[config.mk]
export PLATFORM = sky130hd
export DESIGN_NAME = gauss_scan_ctrl_flat
export DESIGN_NICKNAME = d
export VERILOG_FILES = /design/src/rtl/gauss_scan_ctrl_pkg.sv /design/src/rtl/gauss_scan_ctrl_if.sv /design/src/rtl/gauss_scan_ctrl_filter.sv /design/src/rtl/gauss_scan_ctrl.sv /design/src/flat_wrapper.sv
export SDC_FILE = /design/constraint.sdc
export NUM_CORES = 1
export LEC_CHECK = 0
export CAP_MARGIN = 20
export CELL_PAD_IN_SITES_DETAIL_PLACEMENT = 0
export CELL_PAD_IN_SITES_GLOBAL_PLACEMENT = 1
export CORE_MARGIN = 8
export CORE_UTILIZATION = 45
export CTS_CLUSTER_DIAMETER = 50
export DETAILED_ROUTE_END_ITERATION = 8
export GPL_TIMING_DRIVEN = 0
export PLACE_DENSITY = 0.85
export SLEW_MARGIN = 20
export SYNTH_ARGS = -nofsm -noshare
export SYNTH_HDL_FRONTEND = slang
export SYNTH_HIERARCHICAL = 1
export SYNTH_SLANG_ARGS = --single-unit
export TNS_END_PERCENT = 30
[constraint.sdc]
create_clock -name clk -period 8.5 [get_ports clk]
set_input_delay 1.7 -clock clk [delete_from_list [all_inputs] [get_ports clk]]
set_output_delay 1.7 -clock clk [all_outputs]
set_load 0.01 [all_outputs]
[src/rtl/gauss_scan_ctrl_pkg.sv]
// Shared types and constants for the Gaussian frame sequencer.
`timescale 1ns/1ps
package gauss_ctrl_pkg;

    typedef enum logic [2:0] {
        IDLE,
        FETCH,
        WAIT,
        FILT,
        BRD_RD,
        BRD_WAIT,
        WRITE,
        DONE
    } state_e;

    localparam int WIN_TAPS        = 9;
    localparam int INTERIOR_CYCLES = 12;
    localparam int BORDER_CYCLES   = 3;

endpackage

[src/rtl/gauss_scan_ctrl_if.sv]
// CPU control and pixel-RAM bus of the Gaussian frame sequencer.
`timescale 1ns/1ps
interface gauss_scan_ctrl_if #(
    parameter int ADDR_W = 16
);
    logic              start;
    logic [ADDR_W-1:0] src_base;
    logic [ADDR_W-1:0] dst_base;
    logic              busy;
    logic              done;
    logic              rd_en;
    logic [ADDR_W-1:0] rd_addr;
    logic [7:0]        rd_data;
    logic              wr_en;
    logic [ADDR_W-1:0] wr_addr;
    logic [7:0]        wr_data;

    modport master (
        input  start, src_base, dst_base, rd_data,
        output busy, done, rd_en, rd_addr, wr_en, wr_addr, wr_data
    );

    modport slave (
        output start, src_base, dst_base, rd_data,
        input  busy, done, rd_en, rd_addr, wr_en, wr_addr, wr_data
    );
endinterface

[src/rtl/gauss_scan_ctrl_filter.sv]
// 3x3 Gaussian kernel (1-2-1 / 2-4-2 / 1-2-1, sum >> 4), one register stage.
`timescale 1ns/1ps
module gaussian_filter #(
    parameter int DATA_W = 8
) (
    input  logic              clk,
    input  logic              rst,
    input  logic              inicio,
    input  logic [DATA_W-1:0] pixel_00,
    input  logic [DATA_W-1:0] pixel_01,
    input  logic [DATA_W-1:0] pixel_02,
    input  logic [DATA_W-1:0] pixel_10,
    input  logic [DATA_W-1:0] pixel_11,
    input  logic [DATA_W-1:0] pixel_12,
    input  logic [DATA_W-1:0] pixel_20,
    input  logic [DATA_W-1:0] pixel_21,
    input  logic [DATA_W-1:0] pixel_22,
    output logic [DATA_W-1:0] pixel_procesado,
    output logic              listo
);
    localparam int SUM_W = DATA_W + 4;

    // Weights total 16, so the shift can never exceed DATA_W bits.
    function automatic logic [DATA_W-1:0] scale_sum(input logic [SUM_W-1:0] s);
        return DATA_W'(s >> 4);
    endfunction

    logic [SUM_W-1:0]  sum_p0;
    logic [DATA_W-1:0] pix_p0_d, pix_p0_q;
    logic              vld_p0_d, vld_p0_q;

    always_comb begin
        sum_p0 = SUM_W'(pixel_00)        + (SUM_W'(pixel_01) << 1) + SUM_W'(pixel_02)
               + (SUM_W'(pixel_10) << 1) + (SUM_W'(pixel_11) << 2) + (SUM_W'(pixel_12) << 1)
               + SUM_W'(pixel_20)        + (SUM_W'(pixel_21) << 1) + SUM_W'(pixel_22);
        pix_p0_d = inicio ? scale_sum(sum_p0) : pix_p0_q;
        vld_p0_d = inicio;
    end

    // Stage p0: weighted sum registered on inicio
    always_ff @(posedge clk) begin
        pix_p0_q <= pix_p0_d;
        if (rst) begin
            vld_p0_q <= 1'b0;
        end else begin
            vld_p0_q <= vld_p0_d;
        end
    end

    assign pixel_procesado = pix_p0_q;
    assign listo           = vld_p0_q;
endmodule

[src/rtl/gauss_scan_ctrl.sv]
// Frame sequencer: walks the source image, feeds the Gaussian filter, writes the destination.
`timescale 1ns/1ps
module gauss_scan_ctrl
    import gauss_ctrl_pkg::*;
#(
    parameter int ADDR_W = 16,
    parameter int IMG_W  = 32,
    parameter int IMG_H  = 32
) (
    input  logic               clk,
    input  logic               rst,
    gauss_scan_ctrl_if.master  bus
);
    localparam int XW = $clog2(IMG_W);
    localparam int YW = $clog2(IMG_H);
    localparam logic [XW-1:0] X_LAST = XW'(IMG_W - 1);
    localparam logic [YW-1:0] Y_LAST = YW'(IMG_H - 1);

    typedef logic [ADDR_W-1:0] addr_t;

    function automatic addr_t pix_addr(input addr_t base, input addr_t px, input addr_t py);
        return base + py * addr_t'(IMG_W) + px;
    endfunction

    function automatic logic is_interior(input logic [XW-1:0] px, input logic [YW-1:0] py);
        return (px != '0) && (px != X_LAST) && (py != '0) && (py != Y_LAST);
    endfunction

    state_e        state_q, state_d;
    logic [XW-1:0] x_q, x_d;
    logic [YW-1:0] y_q, y_d;
    logic [3:0]    k_q, k_d;
    addr_t         src_q, src_d, dst_q, dst_d;
    logic [7:0]    win_q [WIN_TAPS];
    logic [7:0]    win_d [WIN_TAPS];
    logic [7:0]    brd_q, brd_d;

    logic          busy, done, rd_en, wr_en, inicio;
    addr_t         rd_addr, wr_addr;
    logic [7:0]    wr_data;
    logic [7:0]    filt_pix;
    logic          filt_vld;
    logic          interior;
    addr_t         nb_x, nb_y;

    assign interior = is_interior(x_q, y_q);
    // Neighbour k sits at column k%3-1, row k/3-1 relative to the centre pixel.
    assign nb_x = addr_t'(x_q) + addr_t'(k_q % 4'd3) - addr_t'(1);
    assign nb_y = addr_t'(y_q) + addr_t'(k_q / 4'd3) - addr_t'(1);

    always_comb begin
        state_d = state_q;
        x_d     = x_q;
        y_d     = y_q;
        k_d     = k_q;
        src_d   = src_q;
        dst_d   = dst_q;
        win_d   = win_q;
        brd_d   = brd_q;
        rd_en   = 1'b0;
        rd_addr = '0;
        wr_en   = 1'b0;
        wr_addr = '0;
        wr_data = '0;
        done    = 1'b0;
        inicio  = 1'b0;
        busy    = (state_q != IDLE);

        case (state_q)
            IDLE: begin
                if (bus.start) begin
                    src_d   = bus.src_base;
                    dst_d   = bus.dst_base;
                    x_d     = '0;
                    y_d     = '0;
                    k_d     = '0;
                    state_d = BRD_RD;
                end
            end
            FETCH: begin
                rd_en   = 1'b1;
                rd_addr = pix_addr(src_q, nb_x, nb_y);
                // Read data lags the strobe by one cycle, so tap k-1 lands now.
                if (k_q != 4'd0) begin
                    win_d[k_q - 4'd1] = bus.rd_data;
                end
                k_d = k_q + 4'd1;
                if (k_q == 4'(WIN_TAPS - 1)) begin
                    state_d = WAIT;
                end
            end
            WAIT: begin
                win_d[WIN_TAPS-1] = bus.rd_data;
                state_d           = FILT;
            end
            FILT: begin
                inicio  = 1'b1;
                state_d = WRITE;
            end
            BRD_RD: begin
                rd_en   = 1'b1;
                rd_addr = pix_addr(src_q, addr_t'(x_q), addr_t'(y_q));
                state_d = BRD_WAIT;
            end
            BRD_WAIT: begin
                brd_d   = bus.rd_data;
                state_d = WRITE;
            end
            WRITE: begin
                wr_en   = 1'b1;
                wr_addr = pix_addr(dst_q, addr_t'(x_q), addr_t'(y_q));
                wr_data = interior ? (filt_vld ? filt_pix : 8'd0) : brd_q;
                k_d     = '0;
                if (x_q == X_LAST) begin
                    x_d = '0;
                    if (y_q == Y_LAST) begin
                        state_d = DONE;
                    end else begin
                        y_d     = y_q + 1'b1;
                        state_d = BRD_RD;
                    end
                end else begin
                    x_d     = x_q + 1'b1;
                    state_d = is_interior(x_q + 1'b1, y_q) ? FETCH : BRD_RD;
                end
            end
            DONE: begin
                done    = 1'b1;
                state_d = IDLE;
            end
            default: state_d = IDLE;
        endcase
    end

    always_ff @(posedge clk) begin
        if (rst) begin
            state_q <= IDLE;
            x_q     <= '0;
            y_q     <= '0;
            k_q     <= '0;
            src_q   <= '0;
            dst_q   <= '0;
            brd_q   <= '0;
            for (int i = 0; i < WIN_TAPS; i++) begin
                win_q[i] <= '0;
            end
        end else begin
            state_q <= state_d;
            x_q     <= x_d;
            y_q     <= y_d;
            k_q     <= k_d;
            src_q   <= src_d;
            dst_q   <= dst_d;
            brd_q   <= brd_d;
            for (int i = 0; i < WIN_TAPS; i++) begin
                win_q[i] <= win_d[i];
            end
        end
    end

    gaussian_filter #(.DATA_W(8)) u_filter (
        .clk             (clk),
        .rst             (rst),
        .inicio          (inicio),
        .pixel_00        (win_q[0]),
        .pixel_01        (win_q[1]),
        .pixel_02        (win_q[2]),
        .pixel_10        (win_q[3]),
        .pixel_11        (win_q[4]),
        .pixel_12        (win_q[5]),
        .pixel_20        (win_q[6]),
        .pixel_21        (win_q[7]),
        .pixel_22        (win_q[8]),
        .pixel_procesado (filt_pix),
        .listo           (filt_vld)
    );

    assign bus.busy    = busy;
    assign bus.done    = done;
    assign bus.rd_en   = rd_en;
    assign bus.rd_addr = rd_addr;
    assign bus.wr_en   = wr_en;
    assign bus.wr_addr = wr_addr;
    assign bus.wr_data = wr_data;
endmodule

[src/flat_wrapper.sv]
// flat-port wrapper written by rule: the top's interface ports become plain ports
module gauss_scan_ctrl_flat import gauss_ctrl_pkg::*;
#(
    parameter int ADDR_W = 16,
    parameter int IMG_W  = 32,
    parameter int IMG_H  = 32
)
  (clk, rst, bus_start, bus_src_base, bus_dst_base, bus_rd_data, bus_busy, bus_done, bus_rd_en, bus_rd_addr, bus_wr_en, bus_wr_addr, bus_wr_data);
  gauss_scan_ctrl_if #(.ADDR_W(ADDR_W)) bus_i ();
  input  logic clk;
  input  logic rst;
  input wire logic [$bits(bus_i.start)-1:0] bus_start;
  input wire logic [$bits(bus_i.src_base)-1:0] bus_src_base;
  input wire logic [$bits(bus_i.dst_base)-1:0] bus_dst_base;
  input wire logic [$bits(bus_i.rd_data)-1:0] bus_rd_data;
  output wire logic [$bits(bus_i.busy)-1:0] bus_busy;
  output wire logic [$bits(bus_i.done)-1:0] bus_done;
  output wire logic [$bits(bus_i.rd_en)-1:0] bus_rd_en;
  output wire logic [$bits(bus_i.rd_addr)-1:0] bus_rd_addr;
  output wire logic [$bits(bus_i.wr_en)-1:0] bus_wr_en;
  output wire logic [$bits(bus_i.wr_addr)-1:0] bus_wr_addr;
  output wire logic [$bits(bus_i.wr_data)-1:0] bus_wr_data;
  assign bus_i.start = bus_start;
  assign bus_i.src_base = bus_src_base;
  assign bus_i.dst_base = bus_dst_base;
  assign bus_i.rd_data = bus_rd_data;
  assign bus_busy = bus_i.busy;
  assign bus_done = bus_i.done;
  assign bus_rd_en = bus_i.rd_en;
  assign bus_rd_addr = bus_i.rd_addr;
  assign bus_wr_en = bus_i.wr_en;
  assign bus_wr_addr = bus_i.wr_addr;
  assign bus_wr_data = bus_i.wr_data;
  gauss_scan_ctrl #(.ADDR_W(ADDR_W), .IMG_W(IMG_W), .IMG_H(IMG_H)) u_core (.clk(clk), .rst(rst), .bus(bus_i));
endmodule
==> run metrics <==
result of the run=finished clean; count of cell types in the netlist=72; cell area after synthesis=10510 um^2; Setup TNS Final=0 ns; share of post-route cells with drive strength above 1=0.05589; metal1 wirelength=12600 um; Setup Skew=~0.015 ns; worst slew pin tran=0.8457 ns; final setup margin=between 0.2 and 0.25 ns; worst rel slew slack=0.4362; number of antenna violations at the first check in global routing=0; final period utilization=0.9744; Post-synth top cells=177 x inv_1, 131 x nor2_1, 130 x dfxtp_1, 117 x nand2_1, 89 x ha_1; number of max-slew violations in the final report=0; overall track demand over capacity in global routing=0.1978; H-tree level count=4; top cells by area, synth=dfxtp_1 25%, fa_1 13%, ha_1 11%, mux2i_1 7.4%, inv_1 6.3%; worst vdd rail ir drop=0.0001351 V; cell-internal power=roughly 1.4 mW; placeable core region=~23000 um^2; average wire length per cell after detail routing=roughly 17 um; maximum fanout encountered on the critical timing path=7; top cell type's share of synthesized area=0.2475; initial detailed-routing violation count=576; vias in the first global route=around 8700; Met3 Routed Length=1263 um; post-placement cell count=approximately 1600; switching fraction of total power=0.3442; clock network fraction of design power=0.366; cell leakage power=a little over 5 nW; portion of the post-synthesis area used by sequential elements=0.2704; Min Clock Period, post-route=a little over 8 ns; overall die width=168.9 um; Num CTS Buffers=17; register bit count reported by yosys=138; post-layout total power=between 2 and 2.5 mW; mean instance size in the synthesized netlist=8.555 um^2; number of standard cells after synthesis=1229; clock latency on the worst-skew pair=about 0.43 ns; upper clock frequency limit=120.7 MHz; Finish-stage setup viols=0; num ports=87; met2 routed WL=13740 um; count of input and output buffers=slightly below 80; Hold Crit Class=reg2reg; Detail Route Antenna Nets=0; most repeated cell in the gate-level netlist after synthesis=inv_1; Detail Placement HPWL=21580 um; relative contribution of sequential cells to total power=0.342; antenna cells=0; DIE AREA=about 29000 um^2; RSZ-0062 raised after global routing=yes; power dissipated by switching net loads=0.7144 mW; number of max-capacitance violations reported=0; largest buffer count on any clock path=2; top cell type by total area after synthesis=dfxtp_1; crit path launch type=flip-flop; wire length of the first global-routing pass=44940 um; Post-Place Worst Slack=-0.1294 ns; via count=8637; placer congestion estimate=0.9052; Gate power share=0.292; Worst EP required=a little under 7 ns; hold-fix buffers at CTS=0; top routing layer in use=met4; total global routing overflow=0; largest net degree at the start of global routing=17; total detailed-routing wirelength=27920 um; Clk Tree Root Cell=clkbuf_16; number of nets produced by synthesis=1431; YS warnings=6; worst setup slack for register-to-register paths=4.20 ns; endpoint arrival time on the critical path=6.58 ns; layout overhead on the synthesized area=17.42%; non-filler cells, final=between 1500 and 2000; Pre-Repair DR Iteration Count=5; total number of nets in the final design=1531; Setup CP Type=reg2out; clock sink total=around 140; Avg Vias per Cell=roughly 5.2; TritonCTS clock tree=built; DRC errors left=0; power density over the cells=168.1 nW/um^2; clock-pin slew of the registers on the worst-case setup and hold paths=0.06 ns; primary flip-flop cell chosen by synthesis mapping=dfxtp_1; height of the die=between 150 and 200 um; number of enable-type register cells in the synthesized netlist=8; starting density of the core=0.4533; Worst Setup End Kind=primary output; final-report hold violation count=0; number of rows created at floorplan=56; post-synthesis async set-or-reset flop share=0
==> final timing paths <==
path,start,to,cells past startpoint
worst min-delay path,u_core/brd_q[1],u_core/brd_q[1],2
worst max-delay path,u_core/k_q[0],bus_rd_addr[14],27
worst min register to register,u_core/brd_q[1],u_core/brd_q[1],2
worst max register to register,u_core/win_q[68],u_core/u_filter/pixel_procesado[7],13
==> cell families after synthesis <==
| group | synth area share |
|---|---|
| adders and majority gates | 0.2392 |
| xor gates and xnor gates | 0.04582 |
| and+or+nand+nor | 0.1661 |
| buffers and inverters | 0.08652 |
| DFF | 0.2704 |
| muxes | 0.07533 |
| AOI/OAI and AO/OA | 0.1166 |
==> layer usage <==
layer | track usage | up-vias
met5 | 0 | -
met4 | 0.04930 | 0
met3 | 0.03284 | 23
met2 | 0.3415 | 190
met1 | 0.2528 | 4157
li1 | - | 4267
==> registers in the layout, summed over array words and instances, names as in the netlist <==
signal                           flops
u_core/win_q                        72
u_core/u_filter/pixel_procesado      8
u_core/dst_q                        16
u_core/u_filter/listo                1
u_core/k_q                           4
u_core/y_q                           5
u_core/state_q                       3
u_core/brd_q                         8
u_core/x_q                           5
u_core/src_q                        16
==> layout by cell type, fill, tap and decap left out, types with 12 or more instances in the layout <==
cell,count
inv_1,176
nor2_1,130
dfxtp_1,129
nand2_1,117
ha_1,88
a21oi_1,82
mux2i_1,78
clkdlybuf4s50_1,75
fa_1,70
clkbuf_1,37
xnor2_1,36
nand3_1,29
o21ai_0,23
xor2_1,19
clkbuf_16,17
nor3_1,17
and3_1,14
buf_4,13
a21o_1,12
==> power groups by stage <==
stage | clock [mW] | sequential (mW) | combinational (mW)
floorplan | 0 | 0.716 | 0.415
global placement | 0 | 0.724 | 0.591
detailed placement | 0 | 0.725 | 0.598
CTS | 0.770 | 0.710 | 0.601
global route | 0.798 | 0.714 | 0.674
finish | 0.760 | 0.710 | 0.606
==> per-stage QoR <==
step	area (um^2)	hold WS, ns	utilization
6_report	12350	0.4576	0.5323
5_1_grt	12350	0.4793	0.5323
4_1_cts	12330	0.4584	0.5316
3_5_place_dp	11690	0.4496	0.5042
3_3_place_gp	11690	0.4460	0.5042
2_1_floorplan	10510	0.4366	-
==> worst max-delay path, stage by stage (launching register included) <==
cell,delay [ns]
dfxtp_1,0.44
buf_4,0.22
inv_1,0.09
ha_1,0.26
and3b_4,0.23
nor3_4,0.20
xnor2_1,0.13
ha_2,0.26
nor3b_4,0.23
ha_1,0.17
inv_1,0.04
ha_1,0.20
fa_1,0.41
a21oi_1,0.19
nor2_1,0.06
nor2_1,0.13
ha_1,0.26
ha_1,0.30
fa_1,0.53
inv_1,0.04
ha_1,0.23
nor4_1,0.26
o21ai_0,0.14
a31o_2,0.30
o31ai_2,0.20
xor2_1,0.23
o22ai_1,0.11
dlygate4sd2_1,0.31
==> area by class of cell <==
type / instances / area, um^2
repair buffers: 81 / 807.0
well taps: 319 / 399.1
fillers: 2213 / 10850
plain buffers: 55 / 247.7
clock buffers: 17 / 425.4
multi-input cells: 859 / 6789
inverters: 177 / 664.4
clock inverters: 15 / 168.9
flip-flops and latches: 138 / 2844
==> timing repair <==
action                                  CTS  global route
hold endpoints to repair                  0             0
endpoints found under the setup margin    5             5
gates resized for setup                   8             7
buffers inserted                          3             0
pin swaps                                 4             1
No activity file was read; power rests on OpenSTA's default activity.
